--- config.mk ---
export PLATFORM = sky130hd
export DESIGN_NAME = bp_fe_fetch_ctrl_buffered
export DESIGN_NICKNAME = d
export VERILOG_FILES = /design/src/rtl/bp_fe_pkg.sv /design/src/rtl/bp_fe_fetch_fifo.sv /design/src/rtl/bp_fe_fetch_ctrl_buffered.sv
export SDC_FILE = /design/constraint.sdc
export NUM_CORES = 1
export LEC_CHECK = 0
export ABC_AREA = 0
export BUFFER_PORTS_ARGS = -buffer_cell sky130_fd_sc_hd__clkbuf_2
export CAP_MARGIN = 5
export CORE_ASPECT_RATIO = 1.5
export CORE_UTILIZATION = 56
export DETAILED_ROUTE_END_ITERATION = 7
export PLACE_DENSITY = 0.83
export REMOVE_ABC_BUFFERS = 1
export SLEW_MARGIN = 40
export SYNTH_ARGS = -nofsm -noshare
export SYNTH_HDL_FRONTEND = slang
export SYNTH_SLANG_ARGS = --single-unit
export TNS_END_PERCENT = 1
--- constraint.sdc ---
create_clock -name clk_i -period 7.8 [get_ports clk_i]
set_input_delay 1.56 -clock clk_i [delete_from_list [all_inputs] [get_ports clk_i]]
set_output_delay 1.56 -clock clk_i [all_outputs]
set_load 0.005 [all_outputs]
--- src/rtl/bp_fe_pkg.sv ---
// bp_fe_pkg: shared state encoding and buffer entry layout for the FE fetch controller
`ifndef BP_FE_PKG_SV
`define BP_FE_PKG_SV
`define BP_FE_ENTRY_DECLARE(vaddr_width_mp, instr_width_mp, exc_code_width_mp) \
  typedef struct packed { \
    logic [vaddr_width_mp-1:0] pc; \
    logic [instr_width_mp-1:0] instr; \
    logic exc; \
    logic [exc_code_width_mp-1:0] exc_code; \
  } bp_fe_entry_s
package bp_fe_pkg;
  typedef enum logic [1:0] {
    e_wait = 2'd0,
    e_run  = 2'd1,
    e_halt = 2'd2
  } bp_fe_fetch_state_e;
  localparam int bp_fe_pc_step_lp = 4;
endpackage
`endif

--- src/rtl/bp_fe_fetch_fifo.sv ---
// bp_fe_fetch_fifo: circular-pointer FIFO with registered occupancy and synchronous flush
module bp_fe_fetch_fifo
  import bp_fe_pkg::*;
#(
  parameter int els_p   = 4,
  parameter int width_p = 8
) (
  input  logic                     clk_i,
  input  logic                     reset_n_i,
  input  logic                     flush_i,
  input  logic                     enq_v_i,
  input  logic [width_p-1:0]       enq_data_i,
  input  logic                     deq_ready_i,
  output logic                     v_o,
  output logic [width_p-1:0]       data_o,
  output logic [$clog2(els_p):0]   occupancy_o
);
  localparam int ptr_w = $clog2(els_p);
  logic [width_p-1:0] mem [els_p];
  logic [ptr_w-1:0] rptr_r, wptr_r;
  logic deq, full;
  assign v_o = occupancy_o != '0;
  assign full = occupancy_o == ($clog2(els_p) + 1)'(els_p);
  assign deq = v_o & deq_ready_i;
  assign data_o = mem[rptr_r];
  always_ff @(posedge clk_i or negedge reset_n_i) begin
    if (!reset_n_i) begin
      rptr_r <= '0;
      wptr_r <= '0;
      occupancy_o <= '0;
    end else if (flush_i) begin
      rptr_r <= '0;
      wptr_r <= '0;
      occupancy_o <= '0;
    end else begin
      rptr_r <= rptr_r + ptr_w'(deq);
      wptr_r <= wptr_r + ptr_w'(enq_v_i);
      occupancy_o <= occupancy_o + ($clog2(els_p) + 1)'(enq_v_i) - ($clog2(els_p) + 1)'(deq);
    end
  end
  always_ff @(posedge clk_i)
    if (enq_v_i) mem[wptr_r] <= enq_data_i;
  // Upstream credits must make a write into a full buffer impossible unless the head leaves
  assert property (@(posedge clk_i) disable iff (!reset_n_i) enq_v_i & full & ~flush_i |-> deq);
endmodule

--- src/rtl/bp_fe_fetch_ctrl_buffered.sv ---
// bp_fe_fetch_ctrl_buffered: credit-limited sequential fetch with epoch-filtered response buffer
module bp_fe_fetch_ctrl_buffered
  import bp_fe_pkg::*;
#(
  parameter int vaddr_width_p    = 39,
  parameter int instr_width_p    = 32,
  parameter int exc_code_width_p = 3,
  parameter int els_p            = 4,
  parameter int inflight_max_p   = 2
) (
  input  logic                        clk_i,
  input  logic                        reset_n_i,
  input  logic                        redirect_v_i,
  input  logic [vaddr_width_p-1:0]    redirect_pc_i,
  output logic                        fetch_v_o,
  output logic [vaddr_width_p-1:0]    fetch_pc_o,
  output logic                        fetch_epoch_o,
  input  logic                        fetch_ready_i,
  input  logic                        resp_v_i,
  input  logic                        resp_epoch_i,
  input  logic [vaddr_width_p-1:0]    resp_pc_i,
  input  logic [instr_width_p-1:0]    resp_instr_i,
  input  logic                        resp_exc_i,
  input  logic [exc_code_width_p-1:0] resp_exc_code_i,
  output logic                        fe_queue_v_o,
  output logic [vaddr_width_p-1:0]    fe_queue_pc_o,
  output logic [instr_width_p-1:0]    fe_queue_instr_o,
  output logic                        fe_queue_exc_o,
  output logic [exc_code_width_p-1:0] fe_queue_exc_code_o,
  input  logic                        fe_queue_ready_i,
  output logic [$clog2(els_p):0]      occupancy_o,
  output logic [1:0]                  state_o
);
  `BP_FE_ENTRY_DECLARE(vaddr_width_p, instr_width_p, exc_code_width_p);
  localparam int if_w = $clog2(inflight_max_p + 1);
  bp_fe_fetch_state_e state_r, state_n;
  logic [vaddr_width_p-1:0] pc_r;
  logic epoch_r;
  logic [if_w-1:0] inflight_r;
  logic fetch_acc, enq_v, head_v;
  bp_fe_entry_s enq_entry, head_raw, head;
  // Buffered entries plus outstanding requests may never exceed the buffer size
  assign fetch_v_o = (state_r == e_run) & ~redirect_v_i
                   & (int'(occupancy_o) + int'(inflight_r) < els_p)
                   & (int'(inflight_r) < inflight_max_p);
  assign fetch_acc = fetch_v_o & fetch_ready_i;
  assign fetch_pc_o = pc_r;
  assign fetch_epoch_o = epoch_r;
  assign enq_v = resp_v_i & (resp_epoch_i == epoch_r) & (state_r != e_halt) & ~redirect_v_i;
  assign enq_entry = '{pc: resp_pc_i, instr: resp_instr_i, exc: resp_exc_i, exc_code: resp_exc_code_i};
  always_comb
    state_n = redirect_v_i ? e_run
            : (state_r == e_run && enq_v && resp_exc_i) ? e_halt
            : state_r;
  always_ff @(posedge clk_i or negedge reset_n_i) begin
    if (!reset_n_i) begin
      state_r <= e_wait;
      pc_r <= '0;
      epoch_r <= 1'b0;
      inflight_r <= '0;
    end else begin
      state_r <= state_n;
      pc_r <= redirect_v_i ? redirect_pc_i : fetch_acc ? pc_r + vaddr_width_p'(bp_fe_pc_step_lp) : pc_r;
      epoch_r <= epoch_r ^ redirect_v_i;
      inflight_r <= inflight_r + if_w'(fetch_acc) - if_w'(resp_v_i);
    end
  end
  bp_fe_fetch_fifo #(.els_p(els_p), .width_p($bits(bp_fe_entry_s))) fifo (
    .clk_i,
    .reset_n_i,
    .flush_i(redirect_v_i),
    .enq_v_i(enq_v),
    .enq_data_i(enq_entry),
    .deq_ready_i(fe_queue_ready_i),
    .v_o(head_v),
    .data_o(head_raw),
    .occupancy_o
  );
  assign head = head_v ? head_raw : '0;
  assign fe_queue_v_o = head_v;
  assign fe_queue_pc_o = head.pc;
  assign fe_queue_instr_o = head.instr;
  assign fe_queue_exc_o = head.exc;
  assign fe_queue_exc_code_o = head.exc_code;
  assign state_o = state_r;
endmodule

Yosys cells after proc, flatten, opt, wreduce, memory -nomap -nowiden:

Memory sizes are Yosys's and may differ from the RTL's.
Cells that the tools add are included.

* RAM bits: 300
* input port bits: 121
* register bits: 51
* memories kept: 1

* bitwise operators: 10
* multiplexer cells: 10
* equal/unequal tests: 3
* reduce and logical (&&, ||, !) cells: 5
* add/subtract/negate cells: 8
* order comparisons: 2

Memory list
* fifo.mem: depth 4, width 75, rd ports 1, clocked after Yosys merged registers in 0, write ports 1, line bp_fe_fetch_fifo.sv:19 `logic [width_p-1:0] mem [els_p];`

Operators by type and width (number)
* 39-bit 2-to-1 mux: 2
* 75-bit 2-to-1 mux: 1
* 39-bit by 3-bit adder with 39-bit output (second input constant): 1
* 1-bit bitwise AND: 8
* 2-bit 2-to-1 mux: 4
* 2-bit by 1-bit adder with 2-bit output: 3
* 3-bit by 2-bit adder with 4-bit output: 1
* 4-bit by 3-bit less-than comparator with 1-bit output (second input constant): 1
* 2-bit nonzero test: 2
* 3-bit by 1-bit adder with 3-bit output: 1
* 3-bit 2-to-1 mux: 1
* 3-bit nonzero test: 1
* 3-bit by 1-bit subtractor with 3-bit output: 1
* 2-bit by 1-bit == test with 1-bit output (second input constant): 1
* 1-bit logical AND: 2
* 2-bit less-than comparator (second input constant): 1
* 1-bit 2-to-1 mux: 2
* 2-bit inequality test (second input constant): 1
* 2-bit by 1-bit subtractor with 2-bit output: 1
* 1-bit == test: 1
* 1-bit inverter: 1
* 1-bit XOR: 1

Longest topological paths before layout:

Gate-level depths: netlist of run 1.

* depth after elaboration: 8
* gate-level depth with buffers: 11
* gate-level depth less buffers: 9

Cells and area by module:

Synthesis of run 1 repeated with hierarchy kept, for this count alone.

* cell total of the unflattened synthesis: 809
* area, all modules: 14285.0 um2

By module, submodules not included
* bp_fe_fetch_fifo: cells each 423, instances 1, area an instance 11184.5 um2
* bp_fe_fetch_ctrl_buffered: cells each 386, instances 1, area an instance 3100.5 um2

Worst setup path before layout of run 1:

No wires, ideal clock.

* path type: input port to flip-flop
* start: input redirect_v_i
* end: memory fifo.mem[0][0] (netlist name) (enable)
* stages on the path: 4
* path slack: -0.380 ns
* buffers on the path: 1
* arrival time: 7.564 ns
* data required time: 7.184 ns
* cell sequence: buf_6 -> inv_1 -> o2111a_1 -> nor3b_1

* word-level cells in the longest chain between the ends: 4

RTL lines
* from (decl): line bp_fe_fetch_ctrl_buffered.sv:13 `input logic redirect_v_i,`
* 1-bit inverter: line bp_fe_fetch_ctrl_buffered.sv:49 `assign enq_v = resp_v_i & (resp_epoch_i == epoch_r) & (state_r != e_halt) & ~redirect_v_i;`
* 1-bit bitwise AND: line bp_fe_fetch_ctrl_buffered.sv:49
* 1-bit 2-to-1 mux: line bp_fe_fetch_fifo.sv:42 `if (enq_v_i) mem[wptr_r] <= enq_data_i;`
* 1-bit 2-to-1 mux (not written as such): line bp_fe_fetch_fifo.sv:42
* to (decl): line bp_fe_fetch_fifo.sv:19

No other way between the ends.

Final worst setup path of run 1:

* start: input redirect_v_i
* end: output fetch_v_o

* word-level cells in the longest chain between the ends: 4

RTL lines
* 1-bit inverter: line bp_fe_fetch_ctrl_buffered.sv:43 `assign fetch_v_o = (state_r == e_run) & ~redirect_v_i`
* 1-bit bitwise AND: line bp_fe_fetch_ctrl_buffered.sv:43
* 1-bit bitwise AND: line bp_fe_fetch_ctrl_buffered.sv:44 `& (int'(occupancy_o) + int'(inflight_r) < els_p)`
* 1-bit bitwise AND: line bp_fe_fetch_ctrl_buffered.sv:45 `& (int'(inflight_r) < inflight_max_p);`
* to (decl): line bp_fe_fetch_ctrl_buffered.sv:15 `output logic fetch_v_o,`

No other way between the ends.

==> impl_metrics.tcl, run 1 <==
set metrics [dict create \
    finalMaxSlewViolations 0 \
    number_of_placed_instances_with_taps_included 1334 \
    numCtsBuffers 30 \
    synth_top_family_by_area "multiplexers" \
    num-nets-final 1168 \
    cts_hold_repair.buffers 0 \
    fp.coreArea_um2 24960 \
    post_synth_and_or_nand_nor_area_fraction_pct 8.756 \
    yosys.cell_types.count 46 \
    clock_tree.buffer_depth 3 \
    mostFrequentLayoutCell "sky130_fd_sc_hd__edfxtp_1" \
    via_count_of_the_first_global_routing_pass 8424 \
    clock.fmax_mhz 235.5 \
    pin_count_of_the_biggest_net_entering_global_routing 78 \
    dpl.hpwl_um 19170 \
    ir_drop_v 0.0002075 \
    globalRoute.totalOverflow 0 \
    arrival_ns 2.69 \
    power_density_nw_per_um2 291.0 \
    synthesis.yosys.warnings 0 \
    timing.critical_path.from_type "input port" \
    setup_repair_after_global_routing_missed_its_margin "false" \
    io_buffer_count 242 \
    final_core_util_pct 67.43 \
    most_frequently_used_flop_master_after_synthesis "sky130_fd_sc_hd__edfxtp_1" \
    finalCriticalPeriod_ns 4.247 \
    critPathCaptureType "output pin" \
    drt_iter0_markers 604 \
    finalWeightedCongestion 1.028 \
    die_width_um 132.0 \
    clock_insertion_delay_worst_skew_ns 0.55 \
    cellLeakagePower_nw 6.104 \
    tritoncts "built" \
    max_slew.worst_pin.slew_ns 0.7883 \
    post_synthesis_adder_cell_area_fraction_pct 0.8457 \
    min_path_type "flop to flop" \
    first_pass_iters 5 \
    post_route_cells_drive_above_1_share_pct 37.17 \
    clkTransAtPathRegs_ns 0.06 \
    synth.cell_area_um2 14200 \
    post_synth_inst_count 792 \
    multiplexer_fraction_of_the_synthesized_cell_area_pct 12.72 \
    totalWireLength_um 30210 \
    layout.filler_cells 1643 \
    asyncSetResetFlopFracSynth_pct 14.53 \
    final_cell_mix "sky130_fd_sc_hd__edfxtp_1 (300), sky130_fd_sc_hd__clkbuf_2 (242), sky130_fd_sc_hd__and2_1 (80)" \
    post_layout_nonfiller_instances 1391 \
    tritoncts_num_sinks 351 \
    synth-seq-cells 351 \
    critical_path_peak_fanout 61 \
    detail-route-antenna-nets 0 \
    max_cap_viol_count 0 \
    hold_path_depth 1 \
    rr_worst_depth 10 \
    grt_antenna_before_repair 3 \
    drcViolationCount 0 \
    cts.root.buffer_cell "sky130_fd_sc_hd__clkbuf_16" \
    design.die.area_um2 26020 \
    outcome "finished, final reports clean" \
    placement_rows 71 \
    detailroute.via_count 8104 \
    die_h_um 197.1 \
    timing_worst_setup_path_type "input port to output pin" \
    number_of_flops_mapped_to_enable_cells_by_yosys 300 \
    timing.slew.headroom_pct 47.44 \
    post_syn_area_per_cell_um2 17.93 \
    final_routed_wire_length_divided_by_cell_count_um 21.72 \
    clock_skew_ns 0.006852 \
    finalCritPeriodShare_pct 54.44 \
    post-cts-setup-buffers 0 \
    synthXorXnorAreaFrac_pct 1.603 \
    global_route.usage.total_pct 23.77 \
    clock_tree.htree_level_count 1 \
    viasPerCell 5.826 \
    initial_standard_cell_utilization_of_the_core_pct 56.90 \
    synth_compound_gate_area_share_pct 2.035 \
    pin_count 243 \
    post_cts_resized 0 \
    setup_viol 0 \
    final_hold_fails 0 \
    grt_first_pass_wirelength_um 46510 \
    syn_to_final_growth_pct 18.51 \
    required_ns 6.24 \
    synth_sequential_area_ratio_pct 72.41 \
]
## through the flow
stage                     power, mW  setup WS, ns  setup TNS [ns]  instance area (um^2)  hold WS, ns
after floorplan               2.986       -0.5913          -44.35                 14030       0.4791
after global placement        3.437         2.752               0                 15760       0.4951
after detailed placement      3.482         3.037               0                 15840       0.5049
after CTS                     4.948         3.492               0                 16820       0.5189
after global routing          5.112         3.435               0                 16830       0.5436
final                         4.898         3.553               0                 16830       0.5110
## final timing paths
path / start / endpoint / slack [ns]
hold reg to reg: fetch_pc_o[0] / fetch_pc_o[0] / 0.51
hold / removal: fetch_pc_o[0] / fetch_pc_o[0] / 0.51
min in group asynchronous: reset_n_i / fetch_pc_o[28] / 1.11
setup / recovery: redirect_v_i / fetch_v_o / 3.55
max in group asynchronous: reset_n_i / fifo.rptr_r[0] / 6.17
setup reg to reg: fifo.occupancy_o[2] / fifo.occupancy_o[2] / 4.91
## worst max-delay path, stage by stage
cell	delay [ns]
sky130_fd_sc_hd__clkbuf_2	0.08
sky130_fd_sc_hd__buf_4	0.29
sky130_fd_sc_hd__nor4b_4	0.39
sky130_fd_sc_hd__and3_1	0.23
sky130_fd_sc_hd__clkbuf_2	0.12
## cells by family after synthesis
logic type,count (synthesis)
flip-flops,351
AO/OA/AOI/OAI,45
XOR/XNOR,26
buffers and inverters,57
AND/OR/NAND/NOR,218
multiplexers,86
adder cells (fa/ha/maj),9
## registers in the layout, summed over array words and instances (netlist names)
name	cells
fifo.rptr_r	2
fifo.mem	300
inflight_r	2
fetch_epoch_o	1
fifo.wptr_r	2
fetch_pc_o	39
fifo.occupancy_o	3
state_o	2
## report_power, final
part,total (mW),switching (mW),internal [mW]
Sequential,2.23,0.0796,2.15
Clock,1.47,0.629,0.840
Combinational,1.20,0.590,0.611
Total,4.90,1.30,3.60
## area by class of cell
cell class	count	area (um^2)	share of cell area, %
inverter	15	58.81	0.3494
antenna	3	7.507	0.04460
multi-input combinational	384	3714	22.06
sequential	351	10290	61.15
timing repair buffer	256	1369	8.132
clock buffer	43	870.8	5.174
tap	328	410.4	2.438
clock inverter	11	110.1	0.6541
## synthesized netlist by cell type, drive strengths merged (2+ instances only)
cell / instances / area, um^2
edfxtp: 300 / 9009
and2: 81 / 506.7
mux4: 75 / 1689
dfrtp: 51 / 1276
nand2: 40 / 150.1
clkbuf: 26 / 97.59
o21ai: 22 / 110.1
nor2: 17 / 63.81
buf: 16 / 75.07
xnor2: 16 / 140.1
inv: 15 / 58.81
nand3: 15 / 75.07
nand4: 15 / 93.84
nor4: 13 / 81.33
xor2: 10 / 87.58
and3: 9 / 56.30
and4: 8 / 70.07
ha: 8 / 100.1
mux2: 6 / 67.56
nor3: 6 / 30.03
mux2i: 5 / 50.05
nor2b: 4 / 25.02
o211ai: 4 / 30.03
a21o: 3 / 22.52
a21oi: 3 / 15.01
or3: 3 / 18.77
a221o: 2 / 20.02
a221oi: 2 / 17.52
a31oi: 2 / 12.51
nor3b: 2 / 15.01
nor4b: 2 / 32.53
o22ai: 2 / 12.51
## metal layers
| metal | up-vias | GRT usage [%] | part of all wire (%) |
|---|---|---|---|
| met3 | 77 | 4.362 | 6.9 |
| met1 | 4049 | 27.43 | 36 |
| met5 | - | 0 | 0 |
| met2 | 382 | 43.15 | 54 |
| li1 | 3596 | - | - |
| met4 | 0 | 10.55 | 3.7 |
No activity file was read; power rests on OpenSTA's default activity.
==> run 2: changes to the inputs <==
ABC_AREA = 1   (was 0)
CORE_UTILIZATION = 51   (was 56)
PLACE_DENSITY = 0.79   (was 0.83)
clock period = 3.57 ns   (was 7.8 ns; I/O delays follow)
==> impl_metrics.tcl, run 2 <==
set metrics [dict create \
    cp.depth 5 \
    design.die.area_um2 30350 \
    hold_slack_ns 0.09307 \
    number_of_flops_mapped_to_enable_cells_by_yosys 300 \
    num-nets-final 1770 \
    post_cts_resized 0 \
    synthMostInstantiatedCell "sky130_fd_sc_hd__nor2_1" \
    synth_sequential_area_ratio_pct 68.02 \
    grt_antenna_before_repair 2 \
    yosys.area.top_type_share_pct 59.58 \
    final.setup.worst_slack_ns 0.4801 \
    totalWireLength_um 36900 \
    synth-seq-cells 351 \
    clkTransAtPathRegs_ns 0.07 \
    finalWeightedCongestion 0.9130 \
    post_syn_area_per_cell_um2 10.62 \
    most_frequently_used_flop_master_after_synthesis "sky130_fd_sc_hd__edfxtp_1" \
    rr_worst_depth 9 \
    timing.critical_path.from_type "flop" \
    required_ns 2.86 \
    die_h_um 212.9 \
    synthesis.yosys.warnings 0 \
    post-layout-total-power_mw 11.99 \
    largest_reg_flops 300 \
    ir_drop_v 0.0004994 \
    synth.cell_area_um2 15120 \
    cell_area_after_placement_um2 16720 \
    tritoncts "built" \
    drcViolationCount 0 \
    dpl.hpwl_um 22940 \
    initial_standard_cell_utilization_of_the_core_pct 52.30 \
    die_width_um 142.6 \
    finish.instance_area_um2 17770 \
    power_density_nw_per_um2 674.9 \
    timing_worst_setup_path_type "flop to output pin" \
    detail-route-antenna-nets 0 \
    cts_hold_repair.buffers 0 \
    syn_to_final_growth_pct 17.52 \
    numCtsBuffers 30 \
    globalRoute.totalOverflow 0 \
    reg2reg_setup_slack_ns 1.38 \
    setup_repair_after_global_routing_missed_its_margin "false" \
    post-cts-setup-buffers 0 \
    grt_first_pass_wirelength_um 56690 \
    tritoncts_num_sinks 351 \
    critical_path.max_stage_delay_ns 0.50 \
    max_slew.worst_pin.slew_ns 0.7061 \
    clock.fmax_mhz 323.6 \
    cpMaxStageDelayCell "sky130_fd_sc_hd__dfrtp_4" \
    arrival_ns 2.38 \
    via_count_of_the_first_global_routing_pass 10880 \
    setup_viol 0 \
    viasPerCell 5.374 \
    top_post_synthesis_cells_by_area "sky130_fd_sc_hd__edfxtp_1 (60%), sky130_fd_sc_hd__nor2_1 (9.9%), sky130_fd_sc_hd__dfrtp_1 (8.4%), sky130_fd_sc_hd__o21ai_0 (5.7%), sky130_fd_sc_hd__nand2_1 (4.5%)" \
    mostFrequentLayoutCell "sky130_fd_sc_hd__nor2_1" \
    clock_tree.buffer_depth 3 \
    timing.critical_path.cells "inv_4, buf_4, o21ai_0, a21oi_1, clkbuf_2" \
    finalCritPeriodShare_pct 86.55 \
    critPathCaptureType "output pin" \
    outcome "finished, final reports clean" \
    post_synth_inst_count 1424 \
    final_routed_wire_length_divided_by_cell_count_um 17.95 \
    clock_skew_ns 0.01767 \
    clock_insertion_delay_worst_skew_ns 0.55 \
    detailroute.via_count 11050 \
    top_register "fifo.mem" \
    io_buffer_count 242 \
    fp.coreArea_um2 28910 \
    setup_tns_ns 0 \
    synth.top_cells.by_count "sky130_fd_sc_hd__nor2_1 (399), sky130_fd_sc_hd__edfxtp_1 (300), sky130_fd_sc_hd__nand2_1 (181)" \
    final_cell_mix "sky130_fd_sc_hd__nor2_1 (397), sky130_fd_sc_hd__edfxtp_1 (300), sky130_fd_sc_hd__clkbuf_2 (241)" \
    synth_area_leader_cell "sky130_fd_sc_hd__edfxtp_1" \
    cts.root.buffer_cell "sky130_fd_sc_hd__clkbuf_16" \
    post_route_cells_drive_above_1_share_pct 20.07 \
    final_hold_fails 0 \
    timing.slew.headroom_pct 52.93 \
    drt_iter0_markers 701 \
    global_route.usage.total_pct 24.50 \
    finalMaxSlewViolations 0 \
    cellLeakagePower_nw 6.844 \
    asyncSetResetFlopFracSynth_pct 14.53 \
    first_pass_iters 7 \
    pin_count_of_the_biggest_net_entering_global_routing 152 \
    critical_path_peak_fanout 55 \
    pin_count 243 \
    yosys.cell_types.count 36 \
    cp_num_buf_inv 3 \
    finalCriticalPeriod_ns 3.090 \
    max_cap_viol_count 0 \
    min_path_type "input port to asynchronous set/reset pin" \
    clock_tree.htree_level_count 1 \
    detailedPlace.worstSlack_ns 1.024 \
    placement_rows 76 \
    critical-path-top-delay-family "buffers and inverters" \
]
[run 2: changes by cell type in the layout (fill, tap and decap cells not counted), moves of 11 or more]
cell and change:
sky130_fd_sc_hd__mux4_2 -75, sky130_fd_sc_hd__nor2_1 +382, sky130_fd_sc_hd__o21ai_1 +17, sky130_fd_sc_hd__nand2_1 +141, sky130_fd_sc_hd__nand3b_1 +11, sky130_fd_sc_hd__inv_1 +27
sky130_fd_sc_hd__nor4_1 -12, sky130_fd_sc_hd__a21oi_1 +80, sky130_fd_sc_hd__o21ai_0 +152, sky130_fd_sc_hd__and2_1 -80
[run 2: path summary, 6_finish.rpt]
check | startpoint | to
worst max-delay path | fifo.rptr_r[0] | fe_queue_instr_o[30]
worst min-delay path | reset_n_i | fetch_pc_o[4]
worst max register to register | fetch_pc_o[2] | fetch_pc_o[34]
worst min register to register | fetch_pc_o[0] | fetch_pc_o[0]
max in group asynchronous | reset_n_i | fetch_pc_o[1]
min in group clk_i | resp_pc_i[24] | fifo.mem[0][60]
[run 2: routing by layer]
layer,vias up,global-route usage (%),share of wire [%]
met2,382,45.00,52
met5,-,0,0
met3,81,4.687,6.9
li1,5315,-,-
met1,5270,27.76,37
met4,0,9.752,3.5
[run 2: cells by family after synthesis]
family | Yosys count | share of synthesized area (%)
DFF | 351 | 68.02
adders and majority gates | 9 | 0.7945
and+or+nand+nor | 646 | 17.25
buffers and inverters | 119 | 3.443
muxes | 1 | 0.06621
xor gates and xnor gates | 16 | 0.9268
AOI/OAI and AO/OA | 282 | 9.500
[run 2: layout make-up]
type | count | area [um^2]
well taps | 390 | 488.0
inverters | 45 | 173.9
clock inverters | 16 | 183.9
fillers | 2370 | 11140
repair buffers | 258 | 1434
multi-input cells | 954 | 4344
diodes | 2 | 5.005
clock buffers | 40 | 849.6
flip-flops and latches | 351 | 10290
[run 2: through the flow]
stage / utilization [%] / cells
final: 61.47 / 2056
after global routing: 61.46 / 2055
after CTS: 61.43 / 2054
after detailed placement: 57.86 / 1998
after global placement: 57.86 / 1998
after floorplan: - / 1350
[run 2: where the power goes]
group	internal, mW	switching (mW)
combinational	1.29	2.30
clock	1.96	1.42
sequential	4.75	0.274
total	8.00	3.99
